File: src/rtl/ucode_sequencer_if.sv
// Bus between the microcode sequencer (master) and the IR/ROM/datapath side (slave).
// Optional UCODE_WAIT_EN adds the dev_ready handshake for DO/DI transfers.
interface ucode_sequencer_if #(
  parameter int OPW = 8,
  parameter int TSW = 3
);
  logic [OPW-1:0]     opcode;
  logic [15:0]        uinstr;
  logic               stall;
`ifdef UCODE_WAIT_EN
  logic               dev_ready;
`endif
  logic [OPW+TSW-1:0] uaddr;
  logic [TSW-1:0]     tstate;
  logic               eo;
  logic [7:0]         out_en;
  logic [7:0]         in_en;
  logic [5:0]         alu_flags;
  logic               rt;
  logic               pp;
  logic [3:0]         jmp;

`ifdef UCODE_WAIT_EN
  modport master (
    input  opcode, uinstr, stall, dev_ready,
    output uaddr, tstate, eo, out_en, in_en, alu_flags, rt, pp, jmp
  );
  modport slave (
    output opcode, uinstr, stall, dev_ready,
    input  uaddr, tstate, eo, out_en, in_en, alu_flags, rt, pp, jmp
  );
`else
  modport master (
    input  opcode, uinstr, stall,
    output uaddr, tstate, eo, out_en, in_en, alu_flags, rt, pp, jmp
  );
  modport slave (
    output opcode, uinstr, stall,
    input  uaddr, tstate, eo, out_en, in_en, alu_flags, rt, pp, jmp
  );
`endif
endinterface

File: src/rtl/ucode_sequencer.sv
// Microcode sequencer: T-state counter, ROM address {opcode,tstate}, registered one-hot control decode.
// Optional feature macro UCODE_WAIT_EN: DO/DI strobes wait for dev_ready.
module ucode_sequencer #(
  parameter int OPW = 8,
  parameter int TSW = 3,
  parameter int NT  = 8
) (
  input  logic             clk,
  input  logic             reset_bar,
  ucode_sequencer_if.master bus
);

  localparam logic [TSW-1:0] TS_LAST = TSW'(NT - 1);
  localparam logic [TSW-1:0] TS_ONE  = TSW'(1);

  if (NT < 2 || NT > (1 << TSW)) begin : g_nt_check
    $error("ucode_sequencer: NT must lie in 2..2**TSW");
  end

  function automatic logic [7:0] onehot8(input logic [2:0] code);
    return 8'd1 << code;
  endfunction

  logic [TSW-1:0] ts_q;
  logic [TSW-1:0] ts_d;
  logic           hold;
  logic           raw_rt;

  logic           eo_d;
  logic [7:0]     out_en_d;
  logic [7:0]     in_en_d;
  logic [5:0]     alu_d;
  logic           rt_d;
  logic           pp_d;
  logic [3:0]     jmp_d;

  logic           eo_p1;
  logic [7:0]     out_en_p1;
  logic [7:0]     in_en_p1;
  logic [5:0]     alu_p1;
  logic           rt_p1;
  logic           pp_p1;
  logic [3:0]     jmp_p1;

  logic [1:0]     unused_bits;
  assign unused_bits = bus.uinstr[1:0];

  // A pending DO/DI strobe behaves exactly like stall until the device is ready.
`ifdef UCODE_WAIT_EN
  assign hold = bus.stall || ((out_en_p1[6] || in_en_p1[6]) && !bus.dev_ready);
`else
  assign hold = bus.stall;
`endif

  assign raw_rt = bus.uinstr[15] && bus.uinstr[11];

  // State register
  always_ff @(posedge clk or negedge reset_bar) begin
    if (!reset_bar) begin
      ts_q <= '0;
    end else begin
      ts_q <= ts_d;
    end
  end

  // Next-state: RT on the raw word restarts the fetch without a dead cycle
  always_comb begin
    ts_d = ts_q;
    if (!hold) begin
      if (raw_rt || ts_q == TS_LAST) begin
        ts_d = '0;
      end else begin
        ts_d = ts_q + TS_ONE;
      end
    end
  end

  // Output comb: address and decode of the current ROM word
  always_comb begin
    eo_d     = ~bus.uinstr[15];
    out_en_d = bus.uinstr[15] ? onehot8(bus.uinstr[14:12]) : 8'd0;
    in_en_d  = (bus.uinstr[8:6] == 3'd0) ? 8'd0 : onehot8(bus.uinstr[8:6]);
    alu_d    = bus.uinstr[14:9];
    rt_d     = raw_rt;
    pp_d     = bus.uinstr[15] && bus.uinstr[10];
    jmp_d    = bus.uinstr[5:2];
  end

  // Stage p1: strobes registered for the whole following cycle
  always_ff @(posedge clk or negedge reset_bar) begin
    if (!reset_bar) begin
      eo_p1     <= 1'b0;
      out_en_p1 <= '0;
      in_en_p1  <= '0;
      alu_p1    <= '0;
      rt_p1     <= 1'b0;
      pp_p1     <= 1'b0;
      jmp_p1    <= '0;
    end else if (!hold) begin
      eo_p1     <= eo_d;
      out_en_p1 <= out_en_d;
      in_en_p1  <= in_en_d;
      alu_p1    <= alu_d;
      rt_p1     <= rt_d;
      pp_p1     <= pp_d;
      jmp_p1    <= jmp_d;
    end
  end

  assign bus.uaddr     = {bus.opcode, ts_q};
  assign bus.tstate    = ts_q;
  assign bus.eo        = eo_p1;
  assign bus.out_en    = out_en_p1;
  assign bus.in_en     = in_en_p1;
  assign bus.alu_flags = alu_p1;
  assign bus.rt        = rt_p1;
  assign bus.pp        = pp_p1;
  assign bus.jmp       = jmp_p1;

endmodule

File: src/flat_wrapper.sv
// flat-port wrapper written by rule: the top's interface ports become plain ports
module ucode_sequencer_flat 
#(
  parameter int OPW = 8,
  parameter int TSW = 3,
  parameter int NT  = 8
)
  (clk, reset_bar, bus_opcode, bus_uinstr, bus_stall, bus_uaddr, bus_tstate, bus_eo, bus_out_en, bus_in_en, bus_alu_flags, bus_rt, bus_pp, bus_jmp);
  ucode_sequencer_if #(.OPW(OPW), .TSW(TSW)) bus_i ();
  input  logic clk;
  input  logic reset_bar;
  input wire logic [$bits(bus_i.opcode)-1:0] bus_opcode;
  input wire logic [$bits(bus_i.uinstr)-1:0] bus_uinstr;
  input wire logic [$bits(bus_i.stall)-1:0] bus_stall;
  output wire logic [$bits(bus_i.uaddr)-1:0] bus_uaddr;
  output wire logic [$bits(bus_i.tstate)-1:0] bus_tstate;
  output wire logic [$bits(bus_i.eo)-1:0] bus_eo;
  output wire logic [$bits(bus_i.out_en)-1:0] bus_out_en;
  output wire logic [$bits(bus_i.in_en)-1:0] bus_in_en;
  output wire logic [$bits(bus_i.alu_flags)-1:0] bus_alu_flags;
  output wire logic [$bits(bus_i.rt)-1:0] bus_rt;
  output wire logic [$bits(bus_i.pp)-1:0] bus_pp;
  output wire logic [$bits(bus_i.jmp)-1:0] bus_jmp;
  assign bus_i.opcode = bus_opcode;
  assign bus_i.uinstr = bus_uinstr;
  assign bus_i.stall = bus_stall;
  assign bus_uaddr = bus_i.uaddr;
  assign bus_tstate = bus_i.tstate;
  assign bus_eo = bus_i.eo;
  assign bus_out_en = bus_i.out_en;
  assign bus_in_en = bus_i.in_en;
  assign bus_alu_flags = bus_i.alu_flags;
  assign bus_rt = bus_i.rt;
  assign bus_pp = bus_i.pp;
  assign bus_jmp = bus_i.jmp;
  ucode_sequencer #(.OPW(OPW), .TSW(TSW), .NT(NT)) u_core (.clk(clk), .reset_bar(reset_bar), .bus(bus_i));
endmodule
File: config.mk
export PLATFORM = sky130hd
export DESIGN_NAME = ucode_sequencer_flat
export DESIGN_NICKNAME = d
export VERILOG_FILES = /design/src/rtl/ucode_sequencer_if.sv /design/src/rtl/ucode_sequencer.sv /design/src/flat_wrapper.sv
export SDC_FILE = /design/constraint.sdc
export NUM_CORES = 1
export LEC_CHECK = 0
export CORE_ASPECT_RATIO = 1.1
export CORE_MARGIN = 1.5
export CORE_UTILIZATION = 30
export CTS_BUF_LIST = sky130_fd_sc_hd__clkbuf_4
export DETAILED_ROUTE_END_ITERATION = 10
export GPL_TIMING_DRIVEN = 0
export HOLD_SLACK_MARGIN = 0.08
export MAX_ROUTING_LAYER = met4
export SLEW_MARGIN = 20
export SYNTH_ARGS = -nofsm -noshare
export SYNTH_HDL_FRONTEND = slang
export SYNTH_SLANG_ARGS = --single-unit
File: constraint.sdc
create_clock -name clk -period 1.8 [get_ports clk]
set_input_delay 0.27 -clock clk [delete_from_list [all_inputs] [get_ports clk]]
set_output_delay 0.27 -clock clk [all_outputs]
set_load 0.01 [all_outputs]
==> results.tsv <==
stage	metric	value	unit
run_status	status	finished clean	
min_path	hold path cells	2	
layout	fillers	383	
layout	n_diodes	0	
timing	Setup Skew	7.369	ps
placed_design	dpl cells	226	
synth	Seq cells post-synth	31	
floorplan	Initial Util	0.3128	
floorplan	Core ar.	4317	µm²
global_route	initial antenna violation count	0	
global_route	vias in the first global route	1116	
power	Max VDD drop	0.5868	mV
setup_path	Crit Path Category	register to output pin	
timing	crit share post-route	0.9394	
timing	Slew Limit Fails	0	
clock_tree	CTS tree	done	
setup_path	Worst setup EP type	output pin	
setup_path	worst endpoint required time	1530	ps
placed_design	number of port buffers	58	
timing	Slew headroom	0.5469	
clock_tree	setup bufs post-CTS	0	
timing	achievable clock frequency	591.4	MHz
synth	post-synthesis sequential area ratio	0.5746	
floorplan	# IOs	70	
layout	multi-input logic area	441.7	µm²
timing	setup tns final	0	ps
detailed_routing	post-DR wirelength/cell	13.86	µm
global_route	GRT Util Overall	0.1432	
floorplan	Die Width	66.96	µm
setup_path	Worst R2R Start	u_core.bus.tstate[0]$_DFFE_PN0N_	
setup_path	R2R setup slack	360	ps
clock_tree	root buffer cell	clkbuf_4	
power	Leak Pwr	0.0009040	µW
clock_tree	Clock Sinks	31	
min_path	hold path start	u_core.bus.out_en[3]$_DFFE_PN0N_	
placed_design	hpwl dp	2.454	mm
detailed_routing	First-pass DRT Iterations	4	
floorplan	die outline area	4912	µm²
synth	Syn Area/Cell	11.84	µm²
layout	Area Overhead vs Synth	54.03	%
timing	Slew @ Worst Pin	679.6	ps
setup_path	R2R depth	4	
floorplan	num rows	25	
global_route	aggregate global routing overflow	0	
timing	unrepaired setup endpoints after global routing	no	
setup_path	worst-path fanout max	5	
global_route	largest net degree at the start of global routing	32	
timing	post-route setup slack	109.0	ps
timing	fin crit period	1691	ps
min_path	Worst Hold Class	register to register	
synth	Syn Std Cell Area	1350	µm²
layout	register area	775.7	µm²
setup_path	Arrival @ worst endpoint	1420	ps
clock_tree	CTS buffer count	5	
power	power density cells	875.5	nW/µm²
layout	NumNets Final	209	
min_path	Hold Crit Endpoint	u_core.bus.out_en[3]$_DFFE_PN0N_	
run	MaxCap Viol Count	0	
floorplan	die height	73.36	µm
detailed_routing	DRC Markers	0	
timing	Final Hold Fails	0	
global_route	first-pass GRT wire length	5.140	mm
power	Power Total	1821	µW
clock_tree	Reg clk slew, reported paths	100	ps
timing	Final setup viols	0	
layout	non-filler cells, final	235	
clock_tree	H-Tree Depth	2	
detailed_routing	final WL	3.257	mm
synth	cells after synthesis	114	
detailed_routing	Post-DRT Antenna Nets	0	
clock_tree	CTS max path bufs	2	
placed_design	dpl ws	256.4	ps
synth	synth unique cells	22	
clock_tree	Worst-Skew Late Latency	330	ps
synth	Yosys warning count	0	
setup_path	reg2reg end	u_core.bus.tstate[0]$_DFFE_PN0N_	
detailed_routing	vias	1103	
placed_design	GPL Wtd Cong	0.7186	
detailed_routing	initial drt markers	32	
synth	syn_nets	143	
setup_path	Critical Path Start Type	register	
detailed_routing	Vias/cell	4.694	
layout	ratio of cells with drive above 1 in the final layout	0.1934	
==> metal layers <==
| metal | GRT usage | vias up | part of all wire |
|---|---|---|---|
| met1 | 0.1742 | 521 | 0.42 |
| li1 | - | 522 | - |
| met4 | 0.03401 | 0 | 0.0071 |
| met5 | - | - | 0 |
| met2 | 0.2311 | 55 | 0.51 |
| met3 | 0.04747 | 5 | 0.068 |
==> metrics by stage <==
| stage | cell area, µm² | hold WS [ps] | utilization |
|---|---|---|---|
| after floorplan | 1350 | -25.59 | - |
| final | 2079 | 495.4 | 0.4817 |
| after CTS | 2079 | 504.7 | 0.4817 |
| after global placement | 1998 | 469.1 | 0.4629 |
| after global routing | 2079 | 528.6 | 0.4817 |
| after detailed placement | 1993 | 360.2 | 0.4617 |
==> power breakdown <==
part	switching, µW	total, µW	internal (µW)
clock	234	519	285
sequential	52.4	814	761
combinational	183	488	305
==> logic make-up after synthesis <==
| family | synth area share |
|---|---|
| mux | 0.08341 |
| simple gates | 0.09638 |
| flops | 0.5746 |
| fa+ha+maj | 0.01853 |
| other cells | 0.002778 |
| compound gates | 0.1260 |
| buf+inv | 0.09823 |
==> sequential cells by signal (all words and copies together), names as in the netlist <==
register,flops
u_core.bus.out_en,8
u_core.bus.in_en,7
u_core.bus.alu_flags,6
u_core.bus.jmp,4
u_core.bus.tstate,3
u_core.bus.eo,1
u_core.bus.pp,1
u_core.bus.rt,1
==> cell type report <==
cell class / count / share of cell area
Tap cell: 54 / 0.03249
Buffer: 17 / 0.06197
Multi-Input combinational cell: 65 / 0.2124
Inverter: 1 / 0.001805
Clock inverter: 3 / 0.01865
Timing Repair Buffer: 59 / 0.2816
Sequential cell: 31 / 0.3730
Clock buffer: 5 / 0.01805
==> cell usage in the layout (no fill, tap or decap) <==
cell type and count:
nand2_1 19, nand3_1 1, clkbuf_4 5, clkinv_2 1
clkinv_1 1, a21oi_1 1, o21ai_0 6, clkdlybuf4s50_1 57
o31ai_1 6, bufinv_16 1, nand3b_1 2, mux2_2 10
a2111oi_0 1, dlygate4sd3_1 1, o41ai_1 3, a32o_1 3
ha_1 2, buf_2 2, buf_4 15, nor2_1 2
nand2b_1 3, dfrtp_1 31, buf_6 1, a21o_1 1
nor2b_1 2, conb_1 1, a22o_1 2, inv_1 1
==> critical path, stage by stage, from the launching register on <==
cell and delay, ps:
dfrtp_1 440, buf_4 130, clkdlybuf4s50_1 520
==> worst max-delay path by stage <==
stage                                       end                              from  slack (ps)  cells after the start
6_report                           bus_uaddr[0]  u_core.bus.tstate[0]$_DFFE_PN0N_         110                      2
5_1_grt                            bus_uaddr[0]  u_core.bus.tstate[0]$_DFFE_PN0N_          20                      2
4_1_cts                            bus_uaddr[0]  u_core.bus.tstate[0]$_DFFE_PN0N_          80                      2
3_5_place_dp      u_core.bus.jmp[2]$_DFFE_PN0N_                         bus_stall         260                      3
3_3_place_gp   u_core.bus.out_en[5]$_DFFE_PN0N_                         reset_bar         -80                      1
2_1_floorplan  u_core.bus.tstate[0]$_DFFE_PN0N_  u_core.bus.tstate[0]$_DFFE_PN0N_         460                      4
==> what timing repair did <==
action / CTS / global route
endpoints found under the hold margin: 31 / 0
hold buffers: 1 / 0
gates resized for setup: 0 / 0
setup endpoints to repair: 0 / 0
==> cell usage after synthesis <==
library cell / number / share of area
buf_6: 1 / 0.0083
a21oi_1: 1 / 0.0037
a22o_1: 2 / 0.013
dfrtp_1: 31 / 0.57
a32o_1: 3 / 0.022
nand3b_1: 2 / 0.011
mux2_2: 10 / 0.083
inv_1: 1 / 0.0028
buf_4: 15 / 0.083
a2111oi_0: 1 / 0.0065
ha_1: 2 / 0.019
o41ai_1: 3 / 0.019
o21ai_0: 6 / 0.022
nand2b_1: 3 / 0.014
nor2_1: 2 / 0.0056
o31ai_1: 6 / 0.033
nor2b_1: 2 / 0.0093
buf_2: 1 / 0.0037
nand3_1: 1 / 0.0037
nand2_1: 19 / 0.053
a21o_1: 1 / 0.0056
conb_1: 1 / 0.0028
Note: power is estimated with default switching activity, not from simulation.
